[config.mk]
export PLATFORM = sky130hd
export DESIGN_NAME = yc_noc_route_demux_flat
export DESIGN_NICKNAME = d
export VERILOG_FILES = /design/src/rtl/yc_noc_route_demux_if.sv /design/src/rtl/yc_noc_route_demux.sv /design/src/flat_wrapper.sv
export SDC_FILE = /design/constraint.sdc
export NUM_CORES = 1
export LEC_CHECK = 0
export ABC_AREA = 1
export CAP_MARGIN = 25
export CORE_ASPECT_RATIO = 1.1
export CORE_MARGIN = 2
export CORE_UTILIZATION = 40
export DETAILED_ROUTE_END_ITERATION = 12
export MAX_ROUTING_LAYER = met4
export PLACE_DENSITY = 0.65
export SYNTH_ARGS = -nofsm -noshare
export SYNTH_HDL_FRONTEND = slang
export SYNTH_SLANG_ARGS = --single-unit
[constraint.sdc]
create_clock -name clk -period 5.6 [get_ports clk]
set_input_delay 1.68 -clock clk [delete_from_list [all_inputs] [get_ports clk]]
set_output_delay 1.68 -clock clk [all_outputs]
set_load 0.02 [all_outputs]
[src/rtl/yc_noc_route_demux_if.sv]
// Flit-in / per-output-out bundle between a router input stage and its output arbiters.
// The slave view belongs to the demux; the master view drives flits and returns credits.
interface yc_noc_route_demux_if #(
    parameter int N = 5,
    parameter int W = 32
);
    logic         in_valid;
    logic         in_ready;
    logic [W-1:0] in_flit;
    logic         in_head;
    logic         in_tail;
    logic [N-1:0] out_valid;
    logic [W-1:0] out_flit;
    logic         out_head;
    logic         out_tail;
    logic [N-1:0] credit_ret;
    logic         drop_pulse;
    logic         cred_err;

    modport slave (
        input  in_valid, in_flit, in_head, in_tail, credit_ret,
        output in_ready, out_valid, out_flit, out_head, out_tail, drop_pulse, cred_err
    );

    modport master (
        output in_valid, in_flit, in_head, in_tail, credit_ret,
        input  in_ready, out_valid, out_flit, out_head, out_tail, drop_pulse, cred_err
    );
endinterface

[src/rtl/yc_noc_route_demux.sv]
// Wormhole route demux: steers each packet to the output named by its head flit, drops bad dests.
// Latency: 1 cycle from input acceptance to presentation (when the target port holds a credit).
// Backpressure: single-entry buffer; in_ready drops only while the buffered flit is stalled on credits.
module yc_noc_route_demux #(
    parameter int N       = 5,
    parameter int W       = 32,
    parameter int CREDITS = 4
) (
    input logic               clk,
    input logic               rst_n,
    yc_noc_route_demux_if.slave bus
);
    localparam int             DW        = (N > 1) ? $clog2(N) : 1;
    localparam int             CW        = $clog2(CREDITS + 1);
    localparam logic [DW:0]    NUM_PORTS = (DW + 1)'(N);
    localparam logic [CW-1:0]  CMAX      = CW'(CREDITS);
    localparam logic [CW-1:0]  CONE      = CW'(1);

    typedef enum logic [1:0] {IDLE, ROUTE, DROP} state_t;

    state_t        state;
    logic [DW-1:0] sel;

    logic          full;
    logic [W-1:0]  buf_flit;
    logic          buf_head;
    logic          buf_tail;

    logic [CW-1:0] cred_cnt [N];

    logic [DW-1:0] dest;
    logic [DW-1:0] port;
    logic          in_idle;
    logic          dest_ok;
    logic          head_ok;
    logic          head_bad;
    logic          fwd;
    logic          send;
    logic          discard;
    logic          buf_leave;
    logic          accept;
    logic [N-1:0]  cred_nz;
    logic [N-1:0]  at_max;
    logic [N-1:0]  dec;

    assign dest      = buf_flit[DW-1:0];
    assign dest_ok   = {1'b0, dest} < NUM_PORTS;
    assign in_idle   = (state == IDLE);
    assign head_ok   = full && in_idle && buf_head && dest_ok;
    assign head_bad  = full && in_idle && buf_head && !dest_ok;
    // A head in IDLE is steered by its own dest field before sel has been latched.
    assign port      = in_idle ? dest : sel;
    assign fwd       = head_ok || (full && state == ROUTE);
    assign send      = fwd && cred_nz[port];
    assign discard   = full && ((in_idle && !(buf_head && dest_ok)) || state == DROP);
    assign buf_leave = send || discard;
    assign accept    = bus.in_valid && bus.in_ready;

    always_comb begin
        cred_nz = '0;
        at_max  = '0;
        dec     = '0;
        for (int k = 0; k < N; k++) begin
            cred_nz[k] = (cred_cnt[k] != '0);
            at_max[k]  = (cred_cnt[k] == CMAX);
            dec[k]     = send && (port == DW'(k));
        end
    end

    assign bus.in_ready   = !full || buf_leave;
    assign bus.out_valid  = dec;
    assign bus.out_flit   = full ? buf_flit : '0;
    assign bus.out_head   = full && buf_head;
    assign bus.out_tail   = full && buf_tail;
    assign bus.drop_pulse = head_bad;
    // A return on a port that is also sending this cycle is absorbed, never an overflow.
    assign bus.cred_err   = |(bus.credit_ret & ~dec & at_max);

    always_ff @(posedge clk or negedge rst_n) begin
        if (!rst_n) begin
            full     <= 1'b0;
            buf_flit <= '0;
            buf_head <= 1'b0;
            buf_tail <= 1'b0;
        end else if (accept) begin
            full     <= 1'b1;
            buf_flit <= bus.in_flit;
            buf_head <= bus.in_head;
            buf_tail <= bus.in_tail;
        end else if (buf_leave) begin
            full     <= 1'b0;
        end
    end

    always_ff @(posedge clk or negedge rst_n) begin
        if (!rst_n) begin
            for (int k = 0; k < N; k++) cred_cnt[k] <= CMAX;
        end else begin
            for (int k = 0; k < N; k++) begin
                if (bus.credit_ret[k] && !dec[k]) begin
                    if (!at_max[k]) cred_cnt[k] <= cred_cnt[k] + CONE;
                end else if (dec[k] && !bus.credit_ret[k]) begin
                    cred_cnt[k] <= cred_cnt[k] - CONE;
                end
            end
        end
    end

    always_ff @(posedge clk or negedge rst_n) begin
        if (!rst_n) begin
            state <= IDLE;
            sel   <= '0;
        end else begin
            case (state)
                IDLE: begin
                    if (head_ok) begin
                        sel <= dest;
                        if (!(send && buf_tail)) state <= ROUTE;
                    end else if (head_bad && !buf_tail) begin
                        state <= DROP;
                    end
                end
                ROUTE: if (send && buf_tail) state <= IDLE;
                DROP:  if (full && buf_tail) state <= IDLE;
                default: state <= IDLE;
            endcase
        end
    end
endmodule
[src/flat_wrapper.sv]
// flat-port wrapper written by rule: the top's interface ports become plain ports
module yc_noc_route_demux_flat 
#(
    parameter int N       = 5,
    parameter int W       = 32,
    parameter int CREDITS = 4
)
  (clk, rst_n, bus_in_valid, bus_in_flit, bus_in_head, bus_in_tail, bus_credit_ret, bus_in_ready, bus_out_valid, bus_out_flit, bus_out_head, bus_out_tail, bus_drop_pulse, bus_cred_err);
  yc_noc_route_demux_if #(.N(N), .W(W)) bus_i ();
  input logic clk;
  input logic rst_n;
  input wire logic [$bits(bus_i.in_valid)-1:0] bus_in_valid;
  input wire logic [$bits(bus_i.in_flit)-1:0] bus_in_flit;
  input wire logic [$bits(bus_i.in_head)-1:0] bus_in_head;
  input wire logic [$bits(bus_i.in_tail)-1:0] bus_in_tail;
  input wire logic [$bits(bus_i.credit_ret)-1:0] bus_credit_ret;
  output wire logic [$bits(bus_i.in_ready)-1:0] bus_in_ready;
  output wire logic [$bits(bus_i.out_valid)-1:0] bus_out_valid;
  output wire logic [$bits(bus_i.out_flit)-1:0] bus_out_flit;
  output wire logic [$bits(bus_i.out_head)-1:0] bus_out_head;
  output wire logic [$bits(bus_i.out_tail)-1:0] bus_out_tail;
  output wire logic [$bits(bus_i.drop_pulse)-1:0] bus_drop_pulse;
  output wire logic [$bits(bus_i.cred_err)-1:0] bus_cred_err;
  assign bus_i.in_valid = bus_in_valid;
  assign bus_i.in_flit = bus_in_flit;
  assign bus_i.in_head = bus_in_head;
  assign bus_i.in_tail = bus_in_tail;
  assign bus_i.credit_ret = bus_credit_ret;
  assign bus_in_ready = bus_i.in_ready;
  assign bus_out_valid = bus_i.out_valid;
  assign bus_out_flit = bus_i.out_flit;
  assign bus_out_head = bus_i.out_head;
  assign bus_out_tail = bus_i.out_tail;
  assign bus_drop_pulse = bus_i.drop_pulse;
  assign bus_cred_err = bus_i.cred_err;
  yc_noc_route_demux #(.N(N), .W(W), .CREDITS(CREDITS)) u_core (.clk(clk), .rst_n(rst_n), .bus(bus_i));
endmodule
==> results of run 1 <==
cells in the mapped netlist:
master / n / area share
a21oi_2: 1 / 0.0026
fa_1: 5 / 0.029
buf_8: 1 / 0.0044
clkbuf_1: 6 / 0.0066
dfrtp_1: 50 / 0.37
nand3b_1: 4 / 0.0088
o211ai_1: 1 / 0.0022
nand2_8: 1 / 0.0059
nor2_4: 2 / 0.0066
buf_12: 3 / 0.018
nand2_4: 4 / 0.013
inv_2: 4 / 0.0044
o21ai_1: 2 / 0.0029
inv_1: 68 / 0.075
a32oi_1: 1 / 0.0026
nand2_1: 131 / 0.14
buf_4: 5 / 0.011
nand3_1: 57 / 0.084
nand3b_4: 1 / 0.0059
xor2_1: 5 / 0.013
nor2_2: 1 / 0.0018
o21ai_2: 1 / 0.0026
nor3_1: 6 / 0.0088
dfstp_2: 5 / 0.039
nand4_1: 5 / 0.0092
nor2_1: 15 / 0.017
o21ai_0: 5 / 0.0073
nand2_2: 59 / 0.11
tightest hold or removal path, cell delays in order, from the launching register on:
cell	delay, ns
dfrtp_1	0.37
nand2_2	0.06
nand2_2	0.04
flip-flops by register name (all words and copies together), names as in the netlist:
signal,cells
u_core.buf_flit,32
u_core.buf_head,1
u_core.buf_tail,1
u_core.cred_cnt,15
u_core.full,1
u_core.sel,3
u_core.state,2
metrics by stage:
stage	cell area [sq um]	total power, mW	worst slack, ns	instances	hold slack, ns
after floorplan	3408	1.888	1.794	449	0.4530
after global placement	4260	2.289	0.7181	631	0.4677
after detailed placement	4260	2.315	0.7126	631	0.4705
after CTS	4357	2.565	0.7098	639	0.4919
after global routing	4357	2.777	0.6176	639	0.5153
final	4357	2.533	0.7077	639	0.4907
power by group:
| group | switching (mW) | leakage, nW | internal (mW) |
|---|---|---|---|
| registers | 0.179 | 0.665 | 0.608 |
| logic | 0.897 | 1.64 | 0.611 |
| clock network | 0.136 | 0.0516 | 0.102 |
| total | 1.21 | 2.35 | 1.32 |
how the worst min path moves through the flow:
stage                                         start                         endpoint  slack [ns]  cells after the start
floorplan                 u_core.sel[2]$_DFFE_PN0P_        u_core.sel[2]$_DFFE_PN0P_        0.45                      2
global placement    u_core.buf_flit[27]$_DFFE_PN0P_  u_core.buf_flit[27]$_DFFE_PN0P_        0.47                      2
detailed placement  u_core.buf_flit[31]$_DFFE_PN0P_  u_core.buf_flit[31]$_DFFE_PN0P_        0.47                      2
CTS                  u_core.cred_cnt[8]$_DFFE_PN1P_   u_core.cred_cnt[8]$_DFFE_PN1P_        0.49                      2
global route        u_core.buf_flit[11]$_DFFE_PN0P_  u_core.buf_flit[11]$_DFFE_PN0P_        0.52                      2
finish              u_core.buf_flit[31]$_DFFE_PN0P_  u_core.buf_flit[31]$_DFFE_PN0P_        0.49                      2
layout make-up:
cell class                 count  area, sq um
clock buffer                   6        82.58
clock inverter                 2        13.76
fill                         824         3964
inverter                      72        270.3
multi-input combinational    307         1620
sequential                    55         1383
tap                          111        138.9
timing repair buffer          86        848.3
logic make-up (layout without fill, tap and decap cells):
logic type / after synthesis / count (layout) / synth area share
AO/OA/AOI/OAI: 11 / 11 / 0.02019
XOR/XNOR: 5 / 5 / 0.01285
adder cells (fa/ha/maj): 5 / 5 / 0.02937
buffers and inverters: 87 / 166 / 0.1189
flip-flops: 55 / 55 / 0.4057
AND/OR/NAND/NOR: 286 / 286 / 0.4130
layout by cell type (no fill, tap or decap), drive strengths merged:
master,n
dfrtp,50
o211ai,1
nand3,57
a32oi,1
clkdlybuf4s50,82
nor3,6
nor2,18
nand4,5
buf,4
clkbuf,6
a21oi,1
nand3b,5
clkinv,1
dfstp,5
xor2,5
nand2,195
inv,73
fa,5
o21ai,8
metal layers:
metal	vias up	routed length, um
met5	-	0
met4	0	114
met3	11	429
met2	70	3412
met1	1333	3363
li1	1516	-
==> impl_metrics.ini, run 1 <==
[grt]
grt_pass1_wl_um = 12780
use_met1 = 0.2157
grt_start_max_net_pins = 56
first_global_vias = 2911
grt-ovfl-total = 0
track_usage = 0.1730
grtUsageMet2 = 0.2805
top_usage_layer = met2
grt.met3_usage = 0.04488
antenna_found_initial = 0

[drt]
detail_route.wl_per_cell_um = 11.45
routed_wl_um = 7319
ant_nets = 0
vias_per_cell = 4.585
vias = 2930
drc_errors = 0
first_pass_iters = 4
drt_iter0_drc = 101

[critical_path]
crit_end = bus_cred_err
startpoint = bus_credit_ret[1]
critical-path-top-delay-family = buffers and inverters
cp_num_buf_inv = 4
slowest_stage = clkdlybuf4s50_1
crit_arrival_ns = 3.21
reg2reg_from = u_core.state[0]$_DFFE_PN0P_
cp-end-kind = primary output
cp_common_cell = nand2_1
slowest_delay_ns = 0.59
worstPathMaxFanout = 3
critical_path_depth = 8
cp.required_ns = 3.92
reg2reg_depth = 17
rrSetupSlack_ns = 3.16
r2r-end = u_core.cred_cnt[11]$_DFFE_PN1P_
crit_chain = clkdlybuf4s50_1, inv_1, nor2_1, nand2_1, nand2_1, inv_1, nand2_1, clkdlybuf4s50_1
critPathKind = primary input to primary output
start_kind = primary input

[sta]
hold_violations = 0
fin_crit_ns = 4.892
final_max_slew_viol_count = 0
skew_ns = 0.007617
fin_crit_sh = 0.8736
timing.slew.headroom = 0.4652
tns_ns = 0
worst_slew_pin_slew_ns = 0.7997
rsz0062_at_grt = no
fmaxAchievable_mhz = 204.4
setup_viol = 0

[placement]
gp_congestion = 0.8497
dpl.hpwl_um = 5256
portBuffers = 83

[yosys]
netlist-cell-type-count = 28
synth_cells = 449
yosysSeqAreaShare = 0.4057
ys_warn_count = 0
syn_avg_cell_area_sq_um = 7.591
syn-cell-area_sq_um = 3408
ys_ff_latch = 55
synth_fp_nets = 496

[cells_and_area]
fin_util = 0.5236
fin_nets = 574
n_antenna_cell = 0
synthToLayoutAreaGrowth_pct = 27.83
drive_above_1_share = 0.1723

[clock_network]
cts_inserted_buffers = 5
htree_levels = 2
clock_latency_ns = 0.31
cts_setup_buffers = 0
cts_resized = 0
cts-root-buf = clkbuf_8
holdBufCountCts = 0
path_clk_slew_ns = 0.10
tritoncts = built
clock_path_buffers = 2
cts.sinks = 55

[run]
maxCapViolations = 0

[floorplan]
die_w_um = 92.01
row_count = 35
start_util = 0.4096
die_h_um = 100.8
core-area_sq_um = 8320
boundaryPins = 84
die_area_sq_um = 9276

[status]
status = finished clean

[power]
power.density_nw_per_um2 = 581.4
vdd_drop_max_mv = 0.2610
leakage_nw = 2.352

[worst_hold_path]
hold_path_class = register to register
Note: power is estimated with default switching activity, not from simulation.
==> inputs of run 2 (changes only) <==
--- a/config.mk
+++ b/config.mk
@@ -16,3 +16,4 @@
 export SYNTH_ARGS = -nofsm -noshare
 export SYNTH_HDL_FRONTEND = slang
 export SYNTH_SLANG_ARGS = --single-unit
+export TNS_END_PERCENT = 20
==> results of run 2 <==
The final DEF is identical to that of run 1; final timing and power are the same.
